<file path="config.mk">
export PLATFORM = sky130hd
export DESIGN_NAME = cbs_multi_queue_scheduler
export DESIGN_NICKNAME = d
export VERILOG_FILES = /design/src/rtl/cbs_pkg.sv /design/src/rtl/cbs_credit_counter.sv /design/src/rtl/cbs_multi_queue_scheduler.sv
export SDC_FILE = /design/constraint.sdc
export NUM_CORES = 1
export LEC_CHECK = 0
export ABC_AREA = 1
export BUFFER_PORTS_ARGS = -buffer_cell sky130_fd_sc_hd__buf_2
export CAP_MARGIN = 25
export CORE_ASPECT_RATIO = 2
export CORE_MARGIN = 2
export CORE_UTILIZATION = 40
export CTS_CLUSTER_DIAMETER = 40
export CTS_CLUSTER_SIZE = 25
export DETAILED_ROUTE_END_ITERATION = 16
export MAX_ROUTING_LAYER = met4
export SYNTH_ARGS = -nofsm -noshare
export SYNTH_HDL_FRONTEND = slang
export SYNTH_SLANG_ARGS = --single-unit
export TNS_END_PERCENT = 1
</file>
<file path="constraint.sdc">
create_clock -name clk -period 4.5 [get_ports clk]
set_clock_uncertainty 0.05 [all_clocks]
set_input_delay 0.675 -clock clk [delete_from_list [all_inputs] [get_ports clk]]
set_output_delay 0.675 -clock clk [all_outputs]
set_load 0.1 [all_outputs]
</file>
<file path="src/rtl/cbs_pkg.sv">
// Shared types and saturating credit arithmetic for the multi-queue credit-based shaper.
package cbs_pkg;

  localparam int CREDIT_W = 32;

  typedef enum logic [1:0] {
    IDLE  = 2'd0,
    SEND  = 2'd1,
    EXTRA = 2'd2
  } state_t;

  // Positive-direction add: a sign flip of two non-negative operands is treated as overflow.
  function automatic logic signed [CREDIT_W-1:0] sat_add_max(
    input logic signed [CREDIT_W-1:0] a,
    input logic signed [CREDIT_W-1:0] b,
    input logic signed [CREDIT_W-1:0] limit
  );
    logic signed [CREDIT_W-1:0] sum;
    sum = a + b;
    if (!a[CREDIT_W-1] && !b[CREDIT_W-1] && sum[CREDIT_W-1]) begin
      return limit;
    end else if (sum > limit) begin
      return limit;
    end else begin
      return sum;
    end
  endfunction

  function automatic logic signed [CREDIT_W-1:0] sat_add_min(
    input logic signed [CREDIT_W-1:0] a,
    input logic signed [CREDIT_W-1:0] b,
    input logic signed [CREDIT_W-1:0] limit
  );
    logic signed [CREDIT_W-1:0] sum;
    sum = a + b;
    if (a[CREDIT_W-1] && b[CREDIT_W-1] && !sum[CREDIT_W-1]) begin
      return limit;
    end else if (sum < limit) begin
      return limit;
    end else begin
      return sum;
    end
  endfunction

endpackage

</file>
<file path="src/rtl/cbs_credit_counter.sv">
// Per-queue credit register of the credit-based shaper.
// Optional CBS_GATE_FREEZE_EN: credit holds instead of accruing idle slope while the gate is closed.
module cbs_credit_counter
  import cbs_pkg::*;
(
  input  logic                       clk,
  input  logic                       rstn,
  input  logic signed [CREDIT_W-1:0] idle_slope,
  input  logic signed [CREDIT_W-1:0] send_slope,
  input  logic signed [CREDIT_W-1:0] max_credit,
  input  logic signed [CREDIT_W-1:0] min_credit,
  input  logic                       tvalid,
  input  logic                       gate_open,
  input  logic                       sending,
  output logic signed [CREDIT_W-1:0] credit,
  output logic                       ge_zero
);

  logic signed [CREDIT_W-1:0] credit_next;

  // An empty queue with an open gate drops positive credit back to zero.
  always_comb begin
    credit_next = credit;
    if (!tvalid && gate_open && !credit[CREDIT_W-1]) begin
      credit_next = {CREDIT_W{1'b0}};
    end else if (sending) begin
      credit_next = sat_add_min(credit, send_slope, min_credit);
`ifdef CBS_GATE_FREEZE_EN
    end else if (!gate_open) begin
      credit_next = credit;
`endif
    end else begin
      credit_next = sat_add_max(credit, idle_slope, max_credit);
    end
  end

  // Credit register.
  always_ff @(posedge clk) begin
    if (!rstn) begin
      credit <= {CREDIT_W{1'b0}};
    end else begin
      credit <= credit_next;
    end
  end

  assign ge_zero = !credit[CREDIT_W-1];

endmodule

</file>
<file path="src/rtl/cbs_multi_queue_scheduler.sv">
// Strict-priority selector over NUM_QUEUES credit-shaped AXI4-Stream queues with L1 overhead charging.
// Build option CBS_GATE_FREEZE_EN is applied inside cbs_credit_counter.
module cbs_multi_queue_scheduler
  import cbs_pkg::*;
#(
  parameter int C_AXIS_TDATA_WIDTH = 8,
  parameter int C_AXIS_TKEEP_WIDTH = C_AXIS_TDATA_WIDTH / 8,
  parameter int NUM_QUEUES         = 4,
  parameter int L1_LENGTH_OFFSET   = 24
) (
  input  logic                                       clk,
  input  logic                                       rstn,
  input  logic [CREDIT_W*NUM_QUEUES-1:0]             idle_slope,
  input  logic [CREDIT_W*NUM_QUEUES-1:0]             send_slope,
  input  logic [CREDIT_W*NUM_QUEUES-1:0]             max_credit,
  input  logic [CREDIT_W*NUM_QUEUES-1:0]             min_credit,
  input  logic [NUM_QUEUES-1:0]                      cbs_enable,
  input  logic [NUM_QUEUES-1:0]                      gate_open,
  input  logic [NUM_QUEUES*C_AXIS_TDATA_WIDTH-1:0]   s_axis_tdata,
  input  logic [NUM_QUEUES*C_AXIS_TKEEP_WIDTH-1:0]   s_axis_tkeep,
  input  logic [NUM_QUEUES-1:0]                      s_axis_tvalid,
  input  logic [NUM_QUEUES-1:0]                      s_axis_tlast,
  output logic [NUM_QUEUES-1:0]                      s_axis_tready,
  output logic [C_AXIS_TDATA_WIDTH-1:0]              m_axis_tdata,
  output logic [C_AXIS_TKEEP_WIDTH-1:0]              m_axis_tkeep,
  output logic                                       m_axis_tvalid,
  output logic                                       m_axis_tlast,
  input  logic                                       m_axis_tready,
  output logic [CREDIT_W*NUM_QUEUES-1:0]             credit,
  output logic [$clog2(NUM_QUEUES)-1:0]              active_queue,
  output logic                                       busy
);

  localparam int QW         = $clog2(NUM_QUEUES);
  localparam int CNT_W      = 16;
  localparam int EXIT_COUNT = L1_LENGTH_OFFSET - C_AXIS_TKEEP_WIDTH;

  state_t              state;
  state_t              state_next;
  logic [QW-1:0]       active_queue_next;
  logic [CNT_W-1:0]    l1_count;
  logic [CNT_W-1:0]    l1_count_next;
  logic [NUM_QUEUES-1:0] eligible;
  logic [NUM_QUEUES-1:0] ge_zero;
  logic [NUM_QUEUES-1:0] sending;
  logic                handshake;
  logic                grant_any;
  logic [QW-1:0]       grant_q;

  assign eligible  = s_axis_tvalid & gate_open & (~cbs_enable | ge_zero);
  assign handshake = (state == SEND) && s_axis_tvalid[active_queue] && m_axis_tready;
  assign busy      = (state != IDLE);

  for (genvar g = 0; g < NUM_QUEUES; g++) begin : g_queue
    // The sending queue is charged for data beats and for every overhead cycle.
    assign sending[g] = (active_queue == QW'(g)) && (handshake || (state == EXTRA));

    cbs_credit_counter u_credit (
      .clk        (clk),
      .rstn       (rstn),
      .idle_slope (idle_slope[g*CREDIT_W +: CREDIT_W]),
      .send_slope (send_slope[g*CREDIT_W +: CREDIT_W]),
      .max_credit (max_credit[g*CREDIT_W +: CREDIT_W]),
      .min_credit (min_credit[g*CREDIT_W +: CREDIT_W]),
      .tvalid     (s_axis_tvalid[g]),
      .gate_open  (gate_open[g]),
      .sending    (sending[g]),
      .credit     (credit[g*CREDIT_W +: CREDIT_W]),
      .ge_zero    (ge_zero[g])
    );
  end

  // Highest-index eligible queue wins; later iterations override earlier ones.
  always_comb begin
    grant_any = 1'b0;
    grant_q   = {QW{1'b0}};
    for (int q = 0; q < NUM_QUEUES; q++) begin
      grant_q   = eligible[q] ? QW'(q) : grant_q;
      grant_any = grant_any | eligible[q];
    end
  end

  // Output mux and ready steering for the latched queue.
  always_comb begin
    m_axis_tdata  = s_axis_tdata[int'(active_queue)*C_AXIS_TDATA_WIDTH +: C_AXIS_TDATA_WIDTH];
    m_axis_tkeep  = s_axis_tkeep[int'(active_queue)*C_AXIS_TKEEP_WIDTH +: C_AXIS_TKEEP_WIDTH];
    m_axis_tlast  = s_axis_tlast[active_queue];
    m_axis_tvalid = 1'b0;
    s_axis_tready = {NUM_QUEUES{1'b0}};
    if (state == SEND) begin
      m_axis_tvalid               = s_axis_tvalid[active_queue];
      s_axis_tready[active_queue] = m_axis_tready;
    end else begin
      m_axis_tvalid = 1'b0;
    end
  end

  // Next-state logic: grant in IDLE, stream until tlast, then burn L1 overhead.
  always_comb begin
    state_next        = state;
    active_queue_next = active_queue;
    l1_count_next     = l1_count;
    case (state)
      IDLE: begin
        if (grant_any) begin
          state_next        = SEND;
          active_queue_next = grant_q;
        end else begin
          state_next = IDLE;
        end
      end
      SEND: begin
        if (handshake && s_axis_tlast[active_queue]) begin
          state_next    = EXTRA;
          l1_count_next = {CNT_W{1'b0}};
        end else begin
          state_next = SEND;
        end
      end
      EXTRA: begin
        l1_count_next = l1_count + CNT_W'(C_AXIS_TKEEP_WIDTH);
        if (int'(l1_count) >= EXIT_COUNT) begin
          state_next = IDLE;
        end else begin
          state_next = EXTRA;
        end
      end
      default: begin
        state_next = IDLE;
      end
    endcase
  end

  // State, grant and overhead counter registers.
  always_ff @(posedge clk) begin
    if (!rstn) begin
      state        <= IDLE;
      active_queue <= {QW{1'b0}};
      l1_count     <= {CNT_W{1'b0}};
    end else begin
      state        <= state_next;
      active_queue <= active_queue_next;
      l1_count     <= l1_count_next;
    end
  end

endmodule

</file>
# Word level (Yosys, flattened, before mapping)
# Index checks and enable logic that the tools add are counted.
# word_totals
reg_bits	148
inputBits	567
output_inout_bits	146
word_cells	140
# classes
add_sub_neg	9
n_lt_le_gt_ge	11
eq_ne	6
shift	2
muxes	37
bitwise	9
reduce_logical	59
# ops
cell	n
$mux 32	20
$add 32x32->32	8
$gt 32x32->1	4
$lt 32x32->1	4
$logic_and 1x1->1	32
$pmux 16 s2	1
$shiftx 32x6->8	1
$add 16x1->16 const B	1
$ge 16x5->1 const B	1
$logic_not 1->1	16
$mux 16	1
$and 4x4->4	3
$mux 2	4
$reduce_or 2->1	4
$eq 2x2->1 const B	3
$mux 1	6
$pmux 2 s3	1
$bmux 1 s2	2
$eq 2x1->1 const B	2
$logic_not 2->1	2
$mux 4	1
$not 4->4	1
$or 4x4->4	1
$reduce_and 2->1	2
other kinds (9)	12

# Depth between registers and ports, before layout
# logic_depth
ltp_word	8
depth_mapped	31
depth_no_buf	30

# Cells and area by module
# A second synthesis with hierarchy kept.
# hier_totals
cells_unflattened	5864
area_unflattened_um2	33759.9
# by_module_without_submodules
module	instances	cells_each	area_per_inst_um2	seq_area_each_um2
cbs_credit_counter at g_queue[1].u_credit	1	1414	8334.2	640.6
cbs_credit_counter at g_queue[0].u_credit	1	1386	8026.4	640.6
cbs_credit_counter at g_queue[2].u_credit	1	1417	7977.7	640.6
cbs_credit_counter at g_queue[3].u_credit	1	1382	7788.7	640.6
cbs_multi_queue_scheduler	1	265	1632.8	400.4

# Worst setup path before layout
# OpenSTA, ideal clock, no wires.
# synth_timing
path_kind	register to register
from	register g_queue[1].u_credit.credit[0]
to	register g_queue[1].u_credit.credit[17]
setup_ns	0.132
arrival_ns	4.017
required_time_ns	4.318
setup_slack_ns	0.301
path_stages_with_launch	27
path_buffers	1
period_less_slack_ns	4.199
cell_sequence	dfxtp_1 > ha_1 > fa_1 > nand2_1 > nand2_1 > o21ai_0 > o21ai_0 > nand3_1 > nand2_1 > nand2_1 > nand2_1 > nand2_1 > nand2_1 > inv_1 > ha_1 > nand2_1 > nor2_1 > nand4_1 > nor4_1 > nand2_1 > nand2_1 > nand2_1 > nand2_1 > clkbuf_1 > nand3_1 > nand3_1 > a21oi_1
# synth_between
elab_chain_cells	5
elab_cells_between_ends	12
classes_between	add/sub (2); order compare (2); mux (5); reduce/logical (3)
# synth_rtl
element	line_no	text
start: declaration	cbs_credit_counter.sv:15	output logic signed [CREDIT_W-1:0] credit,
start signal: assignment	cbs_credit_counter.sv:40	credit <= {CREDIT_W{1'b0}};
start signal: assignment	cbs_credit_counter.sv:42	credit <= credit_next;
$add 32x32->32 (on tied branches)	cbs_pkg.sv:19, cbs_pkg.sv:35	
$gt 32x32->1 (tied with other cells)	cbs_pkg.sv:22	end else if (sum > limit) begin
$mux 32 (tied with other cells)	cbs_pkg.sv:22	
$mux 32 (on tied branches)	cbs_pkg.sv:20, cbs_pkg.sv:36	
$mux 32 (*)	cbs_credit_counter.sv:26	end else if (sending) begin
# Mark *: on every way between the ends. The rest lies on a longest branch, timed or not.
# A chain may end at the register's enable or synchronous reset.

# Worst setup path after layout
# layout_timing
from	register g_queue[2].u_credit.credit[0]
to	register g_queue[2].u_credit.credit[28]
# layout_between
elab_chain_cells	5
elab_cells_between_ends	12
classes_between	add/sub (2); order compare (2); mux (5); reduce/logical (3)
# layout_rtl
element	line_no
start: declaration	cbs_credit_counter.sv:15
start signal: assignment	cbs_credit_counter.sv:40
start signal: assignment	cbs_credit_counter.sv:42
$add 32x32->32 (on tied branches)	cbs_pkg.sv:19, cbs_pkg.sv:35
$gt 32x32->1 (tied with other cells)	cbs_pkg.sv:22
$mux 32 (tied with other cells)	cbs_pkg.sv:22
$mux 32 (on tied branches)	cbs_pkg.sv:20, cbs_pkg.sv:36
$mux 32 (*)	cbs_credit_counter.sv:26
# Marked as above.

==> run_results.csv <==
group,metric,value,unit
floorplan,core,80190,sq um
place,numPortBuffers,712,
sta,slew_headroom,33.00,%
route,post_drt_wl_per_cell,20.34,um
sta,finalSetupViolCount,0,
route,wirelength,155600,um
clocking,clock_latency,0.50,ns
floorplan,fp-row-count,147,
clocking,cts_inserted_buffers,17,
floorplan,design.portCount,713,
sta,fin_crit_sh,93.39,%
clocking,htreeDepth,4,
setup_path,path_max_fanout,10,
place,gp_congestion,1.034,
yosys,synthesis.nets,6816,
job,maxCapViolCount,0,
power_and_ir_drop,total_power,37.06,mW
global_routing,gr-total-overflow,0,
power_and_ir_drop,ir_drop,0.9247,mV
global_routing,grt_use_total,37.50,%
setup_path,crit_family,"simple AND/OR/NAND/NOR gates",
clocking,cts_tree,"done",
clocking,clk_pin_slew,0.09,ns
route,drt_iter0_drc,2419,
setup_path,slowest_stage,"fa_1",
setup_path,path_common_cell,"nand2_1",
yosys,syn_area,32360,sq um
finish,fillers,9151,
yosys,ys_ff_latch,148,
sta,drv_slew,0,
global_routing,grt_max_degree,34,
place,place_area,38400,sq um
floorplan,dieArea,83330,sq um
yosys,avgSynthCellArea,5.645,sq um
route,dr.pass1.iters,7,
clocking,clock-sinks,148,
setup_path,worstSetupStartpointType,"register",
sta,clock.fmax,237.9,MHz
sta,post-route-min-period,4.203,ns
finish,design_area,39200,sq um
yosys,synth_area_leaders,"ha_1 20%, nand2_1 19%, inv_1 11%",
power_and_ir_drop,powerDensity,945.4,nW/um^2
clocking,post_cts_buffers,0,
run_status,outcome,"completed",
finish,final_util,48.89,%
setup_path,crit_required,4.89,ns
sta,finalHoldViolations,0,
clocking,ctsLongestPathBuffers,2,
finish,fin_nets,7639,
global_routing,grt_pass1_vias,40620,
yosys,synth_edf_count,0,
floorplan,start_util,40.35,%
place,hpwlAfterDp,137300,um
clocking,cts-hold-fix-buffers,0,
setup_path,max_stage_delay,0.39,ns
sta,tightest_slew,1.004,ns
finish,finalNonFillerCells,7651,
setup_path,crit_arrival,4.59,ns
yosys,synthCells,5732,
floorplan,die_x,205.1,um
sta,tns,0,ns
yosys,synth_top_area_share,19.68,%
global_routing,antenna_found_initial,47,
route,antenna_left,0,
clocking,cts_root_buffer,"clkbuf_16",
clocking,cts_resized,0,
setup_path,worstSetupPathType,"register to register",
finish,drive_above_1_share,15.47,%
sta,rsz0062_at_grt,"false",
route,drt-vias-per-instance,5.320,
yosys,async_reset_ff_share,0,%
power_and_ir_drop,power_leakage,23.33,nW
sta,timing.hold.ws,0.4321,ns
yosys,synth_top_area_cell,"ha_1",
setup_path,path_buf_inv,3,
route,dr_total_vias,40710,
global_routing,grt_pass1_wl,228600,um
sta,fin_ws,0.2973,ns
finish,syn_to_final_growth,21.15,%
place,dpl.cell_count,7578,
worst_hold_path,hold_path.class,"register to register",
yosys,ys_warn_count,0,
floorplan,fp.dieH,406.2,um
setup_path,critPathCaptureType,"register",
route,drc_errors,0,
yosys,synth_flop_cell,"dfxtp_1",
yosys,yosysSeqAreaShare,9.156,%
yosys,synth.distinct_cells,48,
place,place_ws,-0.1492,ns
[placed cells by master (no fill, tap or decap), types with 82 or more instances in the layout]
master,count
ha_1,509
nand4_1,82
buf_2,712
xor2_1,107
buf_4,190
nand2_1,1634
a21oi_1,533
nor2_1,449
inv_1,982
nand3_1,661
o21ai_0,152
dfxtp_1,146
[flip-flops by register name, summed over array words and instances, names as in the netlist]
| signal | cells |
|---|---|
| active_queue | 2 |
| state | 2 |
| l1_count | 16 |
| g_queue.u_credit.credit | 128 |
[synthesized netlist by cell type (2+ instances only)]
master / n
nor3b_2: 3
a21boi_0: 8
dfxtp_1: 148
a21o_1: 23
o21ai_0: 158
nor3_1: 62
fa_1: 8
nand3b_1: 55
o21a_1: 29
nor2_2: 4
nor4_2: 2
buf_4: 3
a22oi_1: 16
a221oi_1: 3
or2_2: 6
buf_2: 60
or2_1: 3
nand3_1: 663
xnor2_1: 13
nor2_1: 449
nand2_2: 11
nand3_2: 10
a21oi_1: 533
and3_1: 5
a21oi_2: 3
nand4_1: 82
ha_1: 509
inv_2: 3
buf_6: 21
nand3_4: 4
buf_1: 3
a31oi_1: 3
xor2_1: 107
clkbuf_1: 31
and3b_1: 2
o21bai_1: 41
inv_1: 982
o31ai_1: 4
nand2_4: 2
o211ai_1: 4
nand2_1: 1635
and2_1: 2
nor4_1: 14
[layer usage]
layer,part of all wire (%),global-route usage [%],vias to the layer above
met5,0,-,-
met4,8.1,25.71,0
met3,7.2,7.343,461
met2,49,66.12,1554
met1,36,36.86,18330
li1,-,-,20370
[where the power goes]
| part | leakage, nW | total [mW] | switching [mW] | internal [mW] |
|---|---|---|---|---|
| Sequential | 1.23 | 2.96 | 1.06 | 1.90 |
| Combinational | 21.8 | 32.4 | 21.8 | 10.6 |
| Clock | 0.306 | 1.66 | 0.759 | 0.900 |
[logic make-up after synthesis]
group                    count (synthesis)  synth area share [%]
AND/OR/NAND/NOR                       3014                 39.96
buffers and inverters                 1104                 13.56
AO/OA/AOI/OAI                          829                 13.90
adder cells (fa/ha/maj)                517                 20.18
flip-flops                             148                 9.156
XOR/XNOR                               120                 3.248
[layout make-up]
type	instances	area, sq um	area share [%]
Antenna cell	40	100.1	0.2553
Clock buffer	17	425.4	1.085
Clock inverter	15	207.7	0.5298
Inverter	986	3701	9.441
Multi-Input combinational cell	4480	25090	64.01
Sequential cell	148	2965	7.564
Tap cell	1043	1305	3.329
Timing Repair Buffer	922	5405	13.79
[final timing paths]
path	start	to	cells past startpoint	slack, ns
max	g_queue[2].u_credit.credit[0]$_SDFF_PP0_	g_queue[2].u_credit.credit[28]$_SDFF_PP0_	25	0.30
min	l1_count[15]$_SDFFE_PN0P_	l1_count[15]$_SDFFE_PN0P_	1	0.43
max reg2reg	g_queue[2].u_credit.credit[0]$_SDFF_PP0_	g_queue[2].u_credit.credit[28]$_SDFF_PP0_	25	0.30
min reg2reg	l1_count[15]$_SDFFE_PN0P_	l1_count[15]$_SDFFE_PN0P_	1	0.43
[worst register-to-register path, cell delays in order (launching register included)]
cell	delay, ns
dfxtp_1	0.34
buf_4	0.17
ha_1	0.20
fa_1	0.39
nand3_1	0.09
nand2_1	0.12
nand2_1	0.09
nand2_1	0.09
nand3_1	0.09
nand2_1	0.12
nand3_1	0.16
nand3_1	0.08
nand2_1	0.15
inv_1	0.07
ha_1	0.27
nand2_1	0.06
nor2_1	0.15
nand4_1	0.15
nor4_2	0.20
nand2_1	0.12
nand3_1	0.17
nand3_4	0.13
buf_4	0.20
nand2_1	0.07
nand3_1	0.24
a21oi_1	0.19
Note: power is estimated with default switching activity, not from simulation.
